`config.mk`:
```
export PLATFORM = sky130hd
export DESIGN_NAME = issue_queue
export DESIGN_NICKNAME = d
export VERILOG_FILES = /design/src/rtl/issue_queue.sv
export SDC_FILE = /design/constraint.sdc
export NUM_CORES = 1
export LEC_CHECK = 0
export ABC_AREA = 1
export BUFFER_PORTS_ARGS = -buffer_cell sky130_fd_sc_hd__buf_2
export CAP_MARGIN = 30
export CORE_MARGIN = 1
export CORE_UTILIZATION = 43
export CTS_BUF_LIST = sky130_fd_sc_hd__clkbuf_8
export CTS_CLUSTER_DIAMETER = 60
export DETAILED_ROUTE_END_ITERATION = 6
export PLACE_DENSITY_LB_ADDON = 0.1
export REMOVE_ABC_BUFFERS = 1
export SETUP_SLACK_MARGIN = 0.4
export SLEW_MARGIN = 40
export SYNTH_ARGS = -nofsm -noshare
export SYNTH_HDL_FRONTEND = slang
export SYNTH_SLANG_ARGS = --single-unit
```
`constraint.sdc`:
```
create_clock -name i_clk -period 7.8 [get_ports i_clk]
set_input_delay 1.17 -clock i_clk [delete_from_list [all_inputs] [get_ports i_clk]]
set_output_delay 1.17 -clock i_clk [all_outputs]
set_load 0.01 [all_outputs]
```
`src/rtl/issue_queue.sv`:
```
// issue_queue: dual-issue circular instruction buffer between decode and execute.
//
// Accepts up to two decoded instructions per cycle, holds them in a DEPTH-entry
// circular FIFO, and issues zero, one or two of the oldest entries per cycle.
// Whether an entry can issue depends on hazards, register dependencies and pairing rules.
//
// Ports
//   i_clk, i_reset      clock, synchronous active-high reset
//   i_flush             drop every entry (mispredict / exception)
//   i_in_valid          decode slot valid, bit 0 is the older slot
//   i_in_payload        per-slot opaque payload, slot i at [i*PW +: PW]
//   i_in_ra1/ra2/rdst   per-slot 5-bit register numbers, slot i at [i*5 +: 5]
//   i_in_regwrite/mem/branch  per-slot flags
//   o_in_ready          decode may push this cycle (room for two)
//   o_head_ra1/ra2      source registers of the two head entries (bypass lookup)
//   i_hazard            head entry i waits on a non-bypassable producer
//   i_ex_ready          execute register accepts this cycle
//   o_out_valid         head entry i issues this cycle
//   o_out_payload       payload of the two head entries
//   o_count             occupied entries
module issue_queue #(
    parameter int unsigned DEPTH = 8,
    parameter int unsigned PW    = 64
) (
    input  logic                     i_clk,
    input  logic                     i_reset,
    input  logic                     i_flush,
    input  logic [1:0]               i_in_valid,
    input  logic [2*PW-1:0]          i_in_payload,
    input  logic [9:0]               i_in_ra1,
    input  logic [9:0]               i_in_ra2,
    input  logic [9:0]               i_in_rdst,
    input  logic [1:0]               i_in_regwrite,
    input  logic [1:0]               i_in_mem,
    input  logic [1:0]               i_in_branch,
    output logic                     o_in_ready,
    output logic [9:0]               o_head_ra1,
    output logic [9:0]               o_head_ra2,
    input  logic [1:0]               i_hazard,
    input  logic                     i_ex_ready,
    output logic [1:0]               o_out_valid,
    output logic [2*PW-1:0]          o_out_payload,
    output logic [$clog2(DEPTH):0]   o_count
);

    localparam int unsigned AW = $clog2(DEPTH);
    localparam int unsigned CW = AW + 1;

    // Entry storage (not reset)
    logic [PW-1:0]    r_payload [DEPTH];
    logic [4:0]       r_ra1     [DEPTH];
    logic [4:0]       r_ra2     [DEPTH];
    logic [4:0]       r_rdst    [DEPTH];
    logic [DEPTH-1:0] r_regwrite;
    logic [DEPTH-1:0] r_mem;
    logic [DEPTH-1:0] r_branch;

    logic [AW-1:0] r_head;
    logic [AW-1:0] r_tail;
    logic [CW-1:0] r_count;

    logic [AW-1:0] w_h0;
    logic [AW-1:0] w_h1;
    logic          w_v0;
    logic          w_v1;
    logic          w_dep;
    logic          w_issue0;
    logic          w_issue1;
    logic          w_in_ready;
    logic [1:0]    w_push;
    logic [1:0]    w_enq;
    logic [1:0]    w_deq;
    logic [AW-1:0] w_wr1_idx;

    assign w_h0 = r_head;
    assign w_h1 = r_head + AW'(1);
    assign w_v0 = (r_count != '0);
    assign w_v1 = (r_count >= CW'(2));

    // An older writer of r0 never creates a dependency
    assign w_dep = r_regwrite[w_h0] & (r_rdst[w_h0] != 5'd0) &
                   ((r_ra1[w_h1] == r_rdst[w_h0]) | (r_ra2[w_h1] == r_rdst[w_h0]));

    assign w_issue0 = w_v0 & i_ex_ready & ~i_hazard[0] & ~i_flush;
    assign w_issue1 = w_issue0 & w_v1 & ~i_hazard[1] & ~w_dep &
                      ~(r_mem[w_h0] & r_mem[w_h1]) & ~r_branch[w_h1];

    // Room for two is judged on the registered count only; same-cycle issue gives no credit
    assign w_in_ready = (r_count <= CW'(DEPTH - 2));
    assign w_push     = i_in_valid & {2{w_in_ready}};
    assign w_enq      = {1'b0, w_push[0]} + {1'b0, w_push[1]};
    assign w_deq      = {1'b0, w_issue0} + {1'b0, w_issue1};

    // Slot 1 lands directly at tail when slot 0 is empty (compaction)
    assign w_wr1_idx = r_tail + AW'(w_push[0]);

    always_ff @(posedge i_clk) begin
        if (!i_reset && !i_flush) begin
            if (w_push[0]) begin
                r_payload[r_tail]  <= i_in_payload[0 +: PW];
                r_ra1[r_tail]      <= i_in_ra1[0 +: 5];
                r_ra2[r_tail]      <= i_in_ra2[0 +: 5];
                r_rdst[r_tail]     <= i_in_rdst[0 +: 5];
                r_regwrite[r_tail] <= i_in_regwrite[0];
                r_mem[r_tail]      <= i_in_mem[0];
                r_branch[r_tail]   <= i_in_branch[0];
            end
            if (w_push[1]) begin
                r_payload[w_wr1_idx]  <= i_in_payload[PW +: PW];
                r_ra1[w_wr1_idx]      <= i_in_ra1[5 +: 5];
                r_ra2[w_wr1_idx]      <= i_in_ra2[5 +: 5];
                r_rdst[w_wr1_idx]     <= i_in_rdst[5 +: 5];
                r_regwrite[w_wr1_idx] <= i_in_regwrite[1];
                r_mem[w_wr1_idx]      <= i_in_mem[1];
                r_branch[w_wr1_idx]   <= i_in_branch[1];
            end
        end
    end

    always_ff @(posedge i_clk) begin
        if (i_reset || i_flush) begin
            r_head  <= '0;
            r_tail  <= '0;
            r_count <= '0;
        end else begin
            r_head  <= r_head + AW'(w_deq);
            r_tail  <= r_tail + AW'(w_enq);
            r_count <= r_count + CW'(w_enq) - CW'(w_deq);
        end
    end

    assign o_in_ready    = w_in_ready;
    assign o_head_ra1    = {r_ra1[w_h1], r_ra1[w_h0]};
    assign o_head_ra2    = {r_ra2[w_h1], r_ra2[w_h0]};
    assign o_out_valid   = {w_issue1, w_issue0};
    assign o_out_payload = {r_payload[w_h1], r_payload[w_h0]};
    assign o_count       = r_count;

endmodule
```
==> results.tsv <==
stage	metric	value	unit
floorplanning	placement row count	111	
setup_path	highest net fanout along the worst path	152	
pwr	share of total power in the clock network	38.3	%
placed_design	weighted congestion reported at the end of routability-driven placement	0.8220	
route	per-cell routed wire length	21.27	um
pwr	switching power as a share of total power	28.35	%
setup_path	CP startpoint	r_head[0]	
route	detailed-routing iteration count for the pre-antenna-repair pass	6	
sta	final count of hold timing violations	0	
setup_path	Crit Path Class	flop to output port	
setup_path	data required time at the worst endpoint	6.63	ns
setup_path	largest stage delay on the critical path	0.59	ns
floorplanning	effective utilization at floorplan	43.35	%
sta	Fmax	185.7	MHz
sta	ratio of final minimum period to clock period	69.03	%
floorplanning	number of I/O pins	327	
synth	cell count after synthesis	4943	
placed_design	instance area at placement	41410	um^2
setup_path	list of cells traversed by the critical path	buf_12, buf_16, buf_12, buf_16, o21ai_0, o21ai_0, a21oi_1, a31oi_1, buf_2	
synth	share of Yosys cell area claimed by the top area cell type	49.57	%
clock_network	number of H-tree levels	4	
global_route	number of global-route vias before repair	32380	
synth	Synth Register Bits	666	
sta	worst slew margin relative to its limit	46.10	%
sta	worst hold slack	0.6330	ns
pwr	static leakage	15.91	nW
sta	setup repair after global routing missed its margin	no	
sta	final worst path period need	5.385	ns
route	DRC Markers	0	
global_route	sum of overflow across all layers after global routing	0	
synth	synthesized cell area	39740	um^2
global_route	initial antenna violation count	15	
placed_design	setup slack at placement	2.635	ns
clock_network	clock tree from TritonCTS	built	
pwr	internal cell power	6.114	mW
final_layout	Fill cells	8960	
synth	number of distinct library cells after synthesis	37	
sta	worst setup slack after layout	2.415	ns
worst_hold_path	classification of the worst-slack hold path	flop to flop	
pwr	Seq pwr share	48.2	%
clock_network	Clock transition at path regs	0.06	ns
synth	top cells by area in the synthesized netlist	edfxtp_1, o21ai_0, nand2_1	
floorplanning	Die Y-Extent	306.0	um
setup_path	crit path max-delay cell type	dfxtp_4	
placed_design	Post-Place Cells	6043	
placed_design	count of input and output buffers	326	
sta	fin. max-slew vios	0	
clock_network	cells resized by post-CTS repair	0	
pwr	worst voltage drop across the vdd grid	0.0001645	V
floorplanning	Die Area	93630	um^2
sta	Final TNS setup	0	ns
final_layout	area occupied by multi-input gates	16050	um^2
clock_network	total CTS buffers	131	
final_layout	Layout area overhead	10.65	%
final_layout	# nets final	5187	
final_layout	sequential cell area	19910	um^2
global_route	Tot GR Track Use	28.13	%
floorplanning	Core Box Area	91660	um^2
route	via count normalized by instance count	5.569	
worst_hold_path	worst hold start	r_regwrite[0]	
synth	number of warnings issued by yosys	0	
route	final WL	133.7	mm
global_route	pin count of the biggest net entering global routing	228	
pwr	combinational fraction of design power	13.5	%
final_layout	number of standard cells in the layout, taps in and fillers out	6286	
setup_path	number of buffers and inverters on the critical path	5	
final_layout	Layout Cell Area excl Fill	43970	um^2
setup_path	R2R Setup Slk	3.04	ns
setup_path	endpoint class of the critical path	output port	
setup_path	Setup crit start kind	flop	
clock_network	quantity of hold-fixing buffers added after cts	0	
clock_network	# clock sinks	666	
sta	total of endpoints with negative setup slack in the final report	0	
sta	slew at the pin with the worst max-slew slack	0.8085	ns
sta	setup clock skew after layout	0.03638	ns
clock_network	worst-skew pair later-pin latency	0.82	ns
run	maxcap violations	0	
placed_design	DP HPWL	72.39	mm
route	detailed router's first-iteration violation count	3094	
clock_network	setup bufs post-CTS	0	
route	detailed-route via count	35010	
setup_path	endpoint arrival time on the critical path	4.21	ns
synth	library cell occupying the most area in the post-synthesis netlist	edfxtp_1	
setup_path	reg2reg start	r_head[0]	
clock_network	number of buffers between clock root and the deepest sink	3	
setup_path	gate family responsible for the most delay along the worst path	buffers and inverters	
route	Final ANT Viol Nets	0	
global_route	first-pass GRT wire length	199.1	mm
pwr	Power Dens Cells	194.0	nW/um^2
synth	sequential cell area fraction in the yosys report	50.08	%
final_layout	share of cells above drive strength 1	11.50	%
floorplanning	horizontal die dimension	306.0	um
status	result of the run	completed	
synth	synthesized area divided by synthesized cell count	8.039	um^2
pwr	power spent charging and discharging nets	2.419	mW
clock_network	Clk Tree Root Cell	clkbuf_8	
tightest hold or removal path: cells and delay by family (launching register included):
family / cells / cell delay, ns
flops: 1 / 0.34
compound gates: 2 / 0.17
power by group through the flow:
stage                     clock, mW  combinational [mW]  sequential (mW)
after floorplan                   0               0.685             4.21
after global placement            0                1.13             4.19
after detailed placement          0                1.15             4.19
after CTS                      3.33                1.15             4.12
after global routing           3.48                1.28             4.12
final                          3.27                1.15             4.11
stage by stage:
step / total power, mW / utilization, %
after floorplan: 4.898 / -
after global placement: 5.314 / 44.96
after detailed placement: 5.334 / 45.17
after CTS: 8.591 / 47.72
after global routing: 8.876 / 47.97
final: 8.532 / 47.97
synth_stat cells:
master    instances
nand2_1        1027
o21ai_0         884
edfxtp_1        656
a21oi_1         451
inv_1           421
nor2_1          378
o21ai_1         273
buf_2           192
clkbuf_1        175
a31oi_1         147
nand3_1          78
o211ai_1         77
buf_4            67
buf_1            17
ha_1             13
nor2_4           11
dfxtp_1          10
buf_6             9
a221oi_1          8
nor3_1            7
inv_2             6
a211oi_1          5
a31o_2            4
fa_1              4
nand2_2           4
o22ai_1           4
clkbuf_2          3
xnor2_1           2
xor2_1            2
a31oi_4           1
a41oi_1           1
nand2_4           1
nor2_2            1
nor2_8            1
or2_1             1
or3_1             1
xor2_2            1
layout by cell type (no fill, tap or decap), types with 3 or more instances in the layout:
cell / netlist / layout
o211ai_1: 77 / 77
edfxtp_1: 656 / 656
clkinv_2: 0 / 8
ha_1: 13 / 12
o21ai_0: 884 / 884
nand3_1: 78 / 77
buf_16: 0 / 8
a21oi_1: 451 / 451
nor2_4: 11 / 11
clkbuf_8: 0 / 136
a221oi_1: 8 / 8
dfxtp_4: 0 / 3
dfxtp_1: 10 / 7
clkinv_1: 0 / 18
inv_2: 6 / 6
clkinvlp_4: 0 / 7
buf_12: 0 / 22
inv_6: 0 / 5
buf_2: 192 / 326
fa_1: 4 / 4
a211oi_1: 5 / 5
nand2_2: 4 / 4
o22ai_4: 0 / 3
buf_6: 9 / 8
buf_4: 67 / 20
a31o_4: 0 / 4
inv_1: 421 / 471
nand2_1: 1027 / 1026
o21ai_1: 273 / 273
diode_2: 0 / 6
a31oi_1: 147 / 147
nor2_1: 378 / 378
nor3_1: 7 / 7
layout make-up:
| class | instances | area share, % |
|---|---|---|
| inverter | 427 | 3.710 |
| clock buffer | 136 | 4.257 |
| clock inverter | 93 | 1.047 |
| sequential | 666 | 45.28 |
| multi-input combinational | 3387 | 36.50 |
| tap | 1186 | 3.375 |
| antenna | 6 | 0.03415 |
| timing repair buffer | 385 | 5.793 |
path summary, 6_finish.rpt:
check,to,cells after the start
worst min-delay path,r_regwrite[0],2
worst max-delay path,o_out_payload[32],9
worst min register to register,r_regwrite[0],2
worst max register to register,o_count[3],21
sequential cells by signal, indices dropped and copies added (netlist names), 4 cells and up:
| register | count |
|---|---|
| o_count | 4 |
| r_branch | 8 |
| r_mem | 8 |
| r_payload | 512 |
| r_ra1 | 40 |
| r_ra2 | 40 |
| r_rdst | 40 |
| r_regwrite | 8 |
cell families (layout without fill, tap and decap cells):
family	Yosys count	count (layout)	synth area share [%]
DFF	666	666	50.08
xor gates and xnor gates	5	5	0.1291
buffers and inverters	890	1041	9.824
and+or+nand+nor	1510	1510	14.84
AOI/OAI and AO/OA	1855	1855	24.52
adders and majority gates	17	17	0.6108
other	0	6	0
routing by layer:
metal | global-route usage (%) | vias to the layer above | part of all wire (%) | wire length [um]
met1 | 37.13 | 16500 | 43 | 58010
met3 | 4.223 | 242 | 6.1 | 8196
met2 | 46.82 | 1150 | 48 | 63730
li1 | - | 17100 | - | -
met5 | 0 | - | 0.058 | 78
met4 | 10.19 | 14 | 2.8 | 3688
No activity file was read; power rests on OpenSTA's default activity.
